### config.mk
export PLATFORM = sky130hd
export DESIGN_NAME = multicycle_control
export DESIGN_NICKNAME = d
export VERILOG_FILES = /design/src/rtl/multicycle_control.sv
export SDC_FILE = /design/constraint.sdc
export NUM_CORES = 1
export LEC_CHECK = 0
export CORE_ASPECT_RATIO = 1.2
export CORE_MARGIN = 4
export CORE_UTILIZATION = 50
export CTS_CLUSTER_DIAMETER = 60
export DETAILED_ROUTE_END_ITERATION = 16
export PLACE_DENSITY = 0.84
export SLEW_MARGIN = 15
export SYNTH_ARGS = -nofsm -noshare
export SYNTH_HDL_FRONTEND = slang
export SYNTH_SLANG_ARGS = --single-unit
### constraint.sdc
create_clock -name clk -period 5.4 [get_ports clk]
set_input_delay 1.62 -clock clk [delete_from_list [all_inputs] [get_ports clk]]
set_output_delay 1.62 -clock clk [all_outputs]
set_load 0.01 [all_outputs]
### src/rtl/multicycle_control.sv
// Multi-cycle control FSM for the RV32I subset core: fetch/decode/execute/writeback
// sequencing, retired-instruction counting and halt-on-fault.
module multicycle_control #(
   parameter int RETIRE_WIDTH  = 32,
   parameter int FETCH_TIMEOUT = 255
) (
   input  logic                    clk,
   input  logic                    rst,
   input  logic [31:0]             instr,
   input  logic                    imem_ack,
   input  logic                    alu_zero,
   output logic                    imem_req,
   output logic                    ir_write,
   output logic                    pc_write,
   output logic                    pc_src,
   output logic                    imm_src,
   output logic                    alu_src,
   output logic [2:0]              alu_ctrl,
   output logic                    reg_write,
   output logic                    halted,
   output logic [1:0]              fault_code,
   output logic [RETIRE_WIDTH-1:0] retired_count,
   output logic [2:0]              state_dbg
);

   typedef enum logic [2:0] {
      S_FETCH     = 3'd0,
      S_DECODE    = 3'd1,
      S_EXECUTE   = 3'd2,
      S_WRITEBACK = 3'd3,
      S_HALT      = 3'd4
   } state_t;

   localparam logic [6:0]  OP_IMM    = 7'b0010011;
   localparam logic [6:0]  OP_REG    = 7'b0110011;
   localparam logic [6:0]  OP_BRANCH = 7'b1100011;
   localparam logic [15:0] WAIT_LAST = 16'(FETCH_TIMEOUT - 1);

   state_t                  state_reg;
   logic [15:0]             wait_cnt_reg;
   logic [1:0]              fault_reg;
   logic [RETIRE_WIDTH-1:0] retired_reg;

   logic [6:0] opcode;
   logic [2:0] funct3;
   logic [6:0] funct7;
   logic       is_addi, is_add, is_sub, is_beq, is_bne;
   logic       is_branch, is_legal, imm_type, branch_taken;
   logic       unused_instr_bits;

   assign opcode = instr[6:0];
   assign funct3 = instr[14:12];
   assign funct7 = instr[31:25];
   assign unused_instr_bits = ^{instr[24:15], instr[11:7]};

   assign is_addi   = (opcode == OP_IMM) && (funct3 == 3'b000);
   assign is_add    = (opcode == OP_REG) && (funct3 == 3'b000) && (funct7 == 7'b0000000);
   assign is_sub    = (opcode == OP_REG) && (funct3 == 3'b000) && (funct7 == 7'b0100000);
   assign is_beq    = (opcode == OP_BRANCH) && (funct3 == 3'b000);
   assign is_bne    = (opcode == OP_BRANCH) && (funct3 == 3'b001);
   assign is_branch = is_beq || is_bne;
   assign is_legal  = is_addi || is_add || is_sub || is_branch;
   assign imm_type  = (opcode == OP_IMM) || (opcode == OP_BRANCH);
   assign branch_taken = (is_beq && alu_zero) || (is_bne && !alu_zero);

   always_ff @(posedge clk) begin
      if (rst) begin
         state_reg    <= S_FETCH;
         wait_cnt_reg <= 16'd0;
         fault_reg    <= 2'b00;
         retired_reg  <= '0;
      end else begin
         case (state_reg)
            S_FETCH: begin
               // An ack on the final allowed cycle still beats the timeout.
               if (imem_ack) begin
                  wait_cnt_reg <= 16'd0;
                  state_reg    <= S_DECODE;
               end else if (wait_cnt_reg == WAIT_LAST) begin
                  fault_reg <= 2'b10;
                  state_reg <= S_HALT;
               end else begin
                  wait_cnt_reg <= wait_cnt_reg + 16'd1;
               end
            end
            S_DECODE: begin
               if (is_legal) begin
                  state_reg <= S_EXECUTE;
               end else begin
                  fault_reg <= 2'b01;
                  state_reg <= S_HALT;
               end
            end
            S_EXECUTE: begin
               if (is_branch) begin
                  retired_reg <= retired_reg + RETIRE_WIDTH'(1);
                  state_reg   <= S_FETCH;
               end else begin
                  state_reg <= S_WRITEBACK;
               end
            end
            S_WRITEBACK: begin
               retired_reg <= retired_reg + RETIRE_WIDTH'(1);
               state_reg   <= S_FETCH;
            end
            S_HALT: state_reg <= S_HALT;
            default: state_reg <= S_HALT;
         endcase
      end
   end

   // Control outputs decode the current state and instr; rst forces them quiet.
   always_comb begin
      logic in_instr;
      imem_req  = 1'b0;
      ir_write  = 1'b0;
      pc_write  = 1'b0;
      pc_src    = 1'b0;
      imm_src   = 1'b0;
      alu_src   = 1'b0;
      alu_ctrl  = 3'b000;
      reg_write = 1'b0;
      halted    = 1'b0;
      in_instr  = (state_reg == S_DECODE) || (state_reg == S_EXECUTE) ||
                  (state_reg == S_WRITEBACK);
      if (!rst) begin
         imem_req = (state_reg == S_FETCH);
         ir_write = (state_reg == S_FETCH) && imem_ack;
         halted   = (state_reg == S_HALT);
         if (in_instr) begin
            imm_src  = imm_type;
            alu_src  = is_addi;
            alu_ctrl = (is_sub || is_branch) ? 3'b001 : 3'b000;
         end
         if (state_reg == S_EXECUTE && is_branch) begin
            pc_write = 1'b1;
            pc_src   = branch_taken;
         end
         if (state_reg == S_WRITEBACK) begin
            pc_write  = 1'b1;
            reg_write = 1'b1;
         end
      end
   end

   assign fault_code    = fault_reg;
   assign retired_count = retired_reg;
   assign state_dbg     = state_reg;

endmodule

==> run metrics, run 1 <==
outcome=complete, no violations; Netlist Area Pre-Place=2880 um2; Clock transition at path regs=0.09 ns; post-DR wirelength/cell=15.7 um; share of the clock period used by the worst path=97.7%; min-delay worst type=flip-flop to flip-flop; Setup violations, final=0; largest buffer count on any clock path=2; maximum VDD drop=0.000136 V; Diodes inserted=0; P_leak=1.15 nW; first-pass GRT wire length=13.0 mm; Power Density=189 nW/um2; pre-CTS setup slack=0.123 ns; ys async rst share=0%; DRC errors left=0; port bufs=66; Detail Route Antenna Nets=0; CTS Sinks=53; initial antenna violation count=0; RSZ-0062 raised after global routing=no; DP HPWL=5.60 mm; All-Layer GR Usage=21.7%; final hold viol count=0; CTS Hold Bufs=0; largest net degree at the start of global routing=39; critical path peak fanout=3; crit-path max cell delay=0.55 ns; CTS H-tree depth=2; DIE HEIGHT=91.1 um; layout cells sized above 1=5.28%; Syn Inst Count=353; worst path cell trace=clkdlybuf4s50_1 -> or4bb_1 -> nor3_1 -> and3_1 -> clkdlybuf4s50_1; # rows=30; vias per cell=6.03; setup TNS=0 ns; Initial Util=51.1%; Yosys cell types=51; detailed router's first-iteration violation count=121; Yosys reg bits=53; setup ws final=0.122 ns; Filler Cells Inserted=471; register area share after synthesis=36.9%; syn_area_per_cell=8.15 um2; Final Critical Period=5.28 ns; crit path launch type=primary input; number of global-route vias before repair=2872; Worst-Margin Slew=0.716 ns; cts repair resizes=0; CTS tree=built; total grt overflow=0; max cap viols=0; # nets final=455; Die W=77.2 um; Crit. End Element=output port; CTS Buf Count=5; First-pass DRT Iterations=4; Synth warnings=0; later-pin clock latency in the skew report=0.30 ns; Main synth FF type=dfxtp_1; DR vias=2902; CP required=3.78 ns; Die ar.=7040 um2; Final Skew=0.00655 ns; endpoint arrival time on the critical path=3.66 ns; Area Overhead vs Synth=27.6%; CTS Root Cell=clkbuf_8; postcts setup bufs=0; Final Wtd Congestion=0.828; Final Util=65.2%; Hold Crit Depth=1; core area=5630 um2; WHS=0.500 ns; max FFs per register=32; crit-path most repeated cell=clkdlybuf4s50_1; WL final=7.57 mm; IO Count=84; relative max-transition margin=51.8%; total power=693 uW; Slew Limit Fails=0; fmax=189 MHz; WS Path Type=primary input to output port; reg2reg path depth=5; CP max stage cell=clkdlybuf4s50_1; EDFF count, synth=0
==> cell type report <==
type / instances / area [um2] / share of cell area (%)
timing repair buffer: 72 / 706 / 19.2
multi-input combinational: 274 / 1700 / 46.4
clock buffer: 6 / 72.6 / 1.98
sequential: 53 / 1060 / 28.9
inverter: 10 / 37.5 / 1.02
clock inverter: 2 / 10.0 / 0.273
tap: 64 / 80.1 / 2.18
==> worst paths after layout <==
check,startpoint,slack [ns],end
setup / recovery,instr[0],0.12,pc_src
hold / removal,wait_cnt_reg[13]$_SDFFE_PP0P_,0.50,wait_cnt_reg[13]$_SDFFE_PP0P_
setup reg to reg,state_dbg[1]$_SDFFE_PP0P_,2.93,retired_count[31]$_SDFFE_PP0P_
hold reg to reg,wait_cnt_reg[13]$_SDFFE_PP0P_,0.50,wait_cnt_reg[13]$_SDFFE_PP0P_
==> where the power goes <==
part           switching [mW]  internal [mW]
clock network           0.124         0.0902
registers             0.00866          0.395
logic                  0.0396         0.0347
==> Yosys cell counts (3+ instances only) <==
master     instances  area share (%)
a211o_1            3            0.91
xnor2_1           24             7.3
and2_1             4            0.87
or3_1              9             2.0
nand2_1           24             3.1
nor3b_1            3            0.78
dfxtp_1           53              37
nor4_1            16             3.5
nand4_1            9             2.0
a2111oi_0         11             3.3
or4_1              3            0.78
and4_1             7             2.1
o21ai_0           13             2.3
xor2_1             3            0.91
clkbuf_1          14             1.8
nand3_1           12             2.1
nand2b_1           5             1.1
nand4b_1           3            0.91
a21oi_1           21             3.7
a31oi_1            5             1.1
nor2_1            44             5.7
ha_1               3             1.3
nor3_1            14             2.4
and3_1             4            0.87
inv_1             10             1.3
==> per-stage QoR <==
| stage | std cells | instance area, um2 |
|---|---|---|
| after floorplan | 354 | 2880 |
| after global placement | 473 | 3590 |
| after detailed placement | 473 | 3590 |
| after CTS | 481 | 3670 |
| after global routing | 481 | 3670 |
| final | 481 | 3670 |
==> critical path: cells and delay by family <==
family | cells | cell delay, ns
buffers and inverters | 2 | 1.02
and+or+nand+nor | 3 | 1.03
==> layer usage <==
layer | vias up | global-route usage, % | part of all wire [%]
met5 | - | 0 | 0
met4 | 0 | 6.97 | 1.7
met3 | 12 | 3.77 | 3.3
met2 | 66 | 39.5 | 53
met1 | 1392 | 25.6 | 42
li1 | 1432 | - | -
==> placed cells by master (no fill, tap or decap), types with 5 or more instances in the layout <==
cell and count:
dfxtp_1 53, nand4_1 9, a2111oi_0 11, nand2_1 24, o21ai_0 13, clkbuf_8 5
clkdlybuf4s50_1 66, a31oi_1 5, nand2b_1 5, nand3_1 12, nor4_1 16, and4_1 7
a21oi_1 21, or3_1 9, buf_4 6, nor2_1 44, xnor2_1 24, inv_1 10
nor3_1 14
==> logic make-up (layout without fill, tap and decap cells) <==
kind of cell    Yosys count  after routing  synth area share [%]
simple gates            173            173                  33.4
compound gates           69             69                  16.0
flops                    53             53                  36.9
xor+xnor                 27             27                  8.22
buf+inv                  27             90                  4.05
fa+ha+maj                 3              3                  1.31
other cells               1              2                 0.130
No activity file was read; power rests on OpenSTA's default activity.
==> run 2: changes to the inputs <==
--- a/config.mk
+++ b/config.mk
@@ -5,6 +5,7 @@
 export SDC_FILE = /design/constraint.sdc
 export NUM_CORES = 1
 export LEC_CHECK = 0
+export CAP_MARGIN = 20
 export CORE_ASPECT_RATIO = 1.2
 export CORE_MARGIN = 4
 export CORE_UTILIZATION = 50
==> results of run 2 <==
The final DEF is identical to that of run 1; final timing and power are the same.
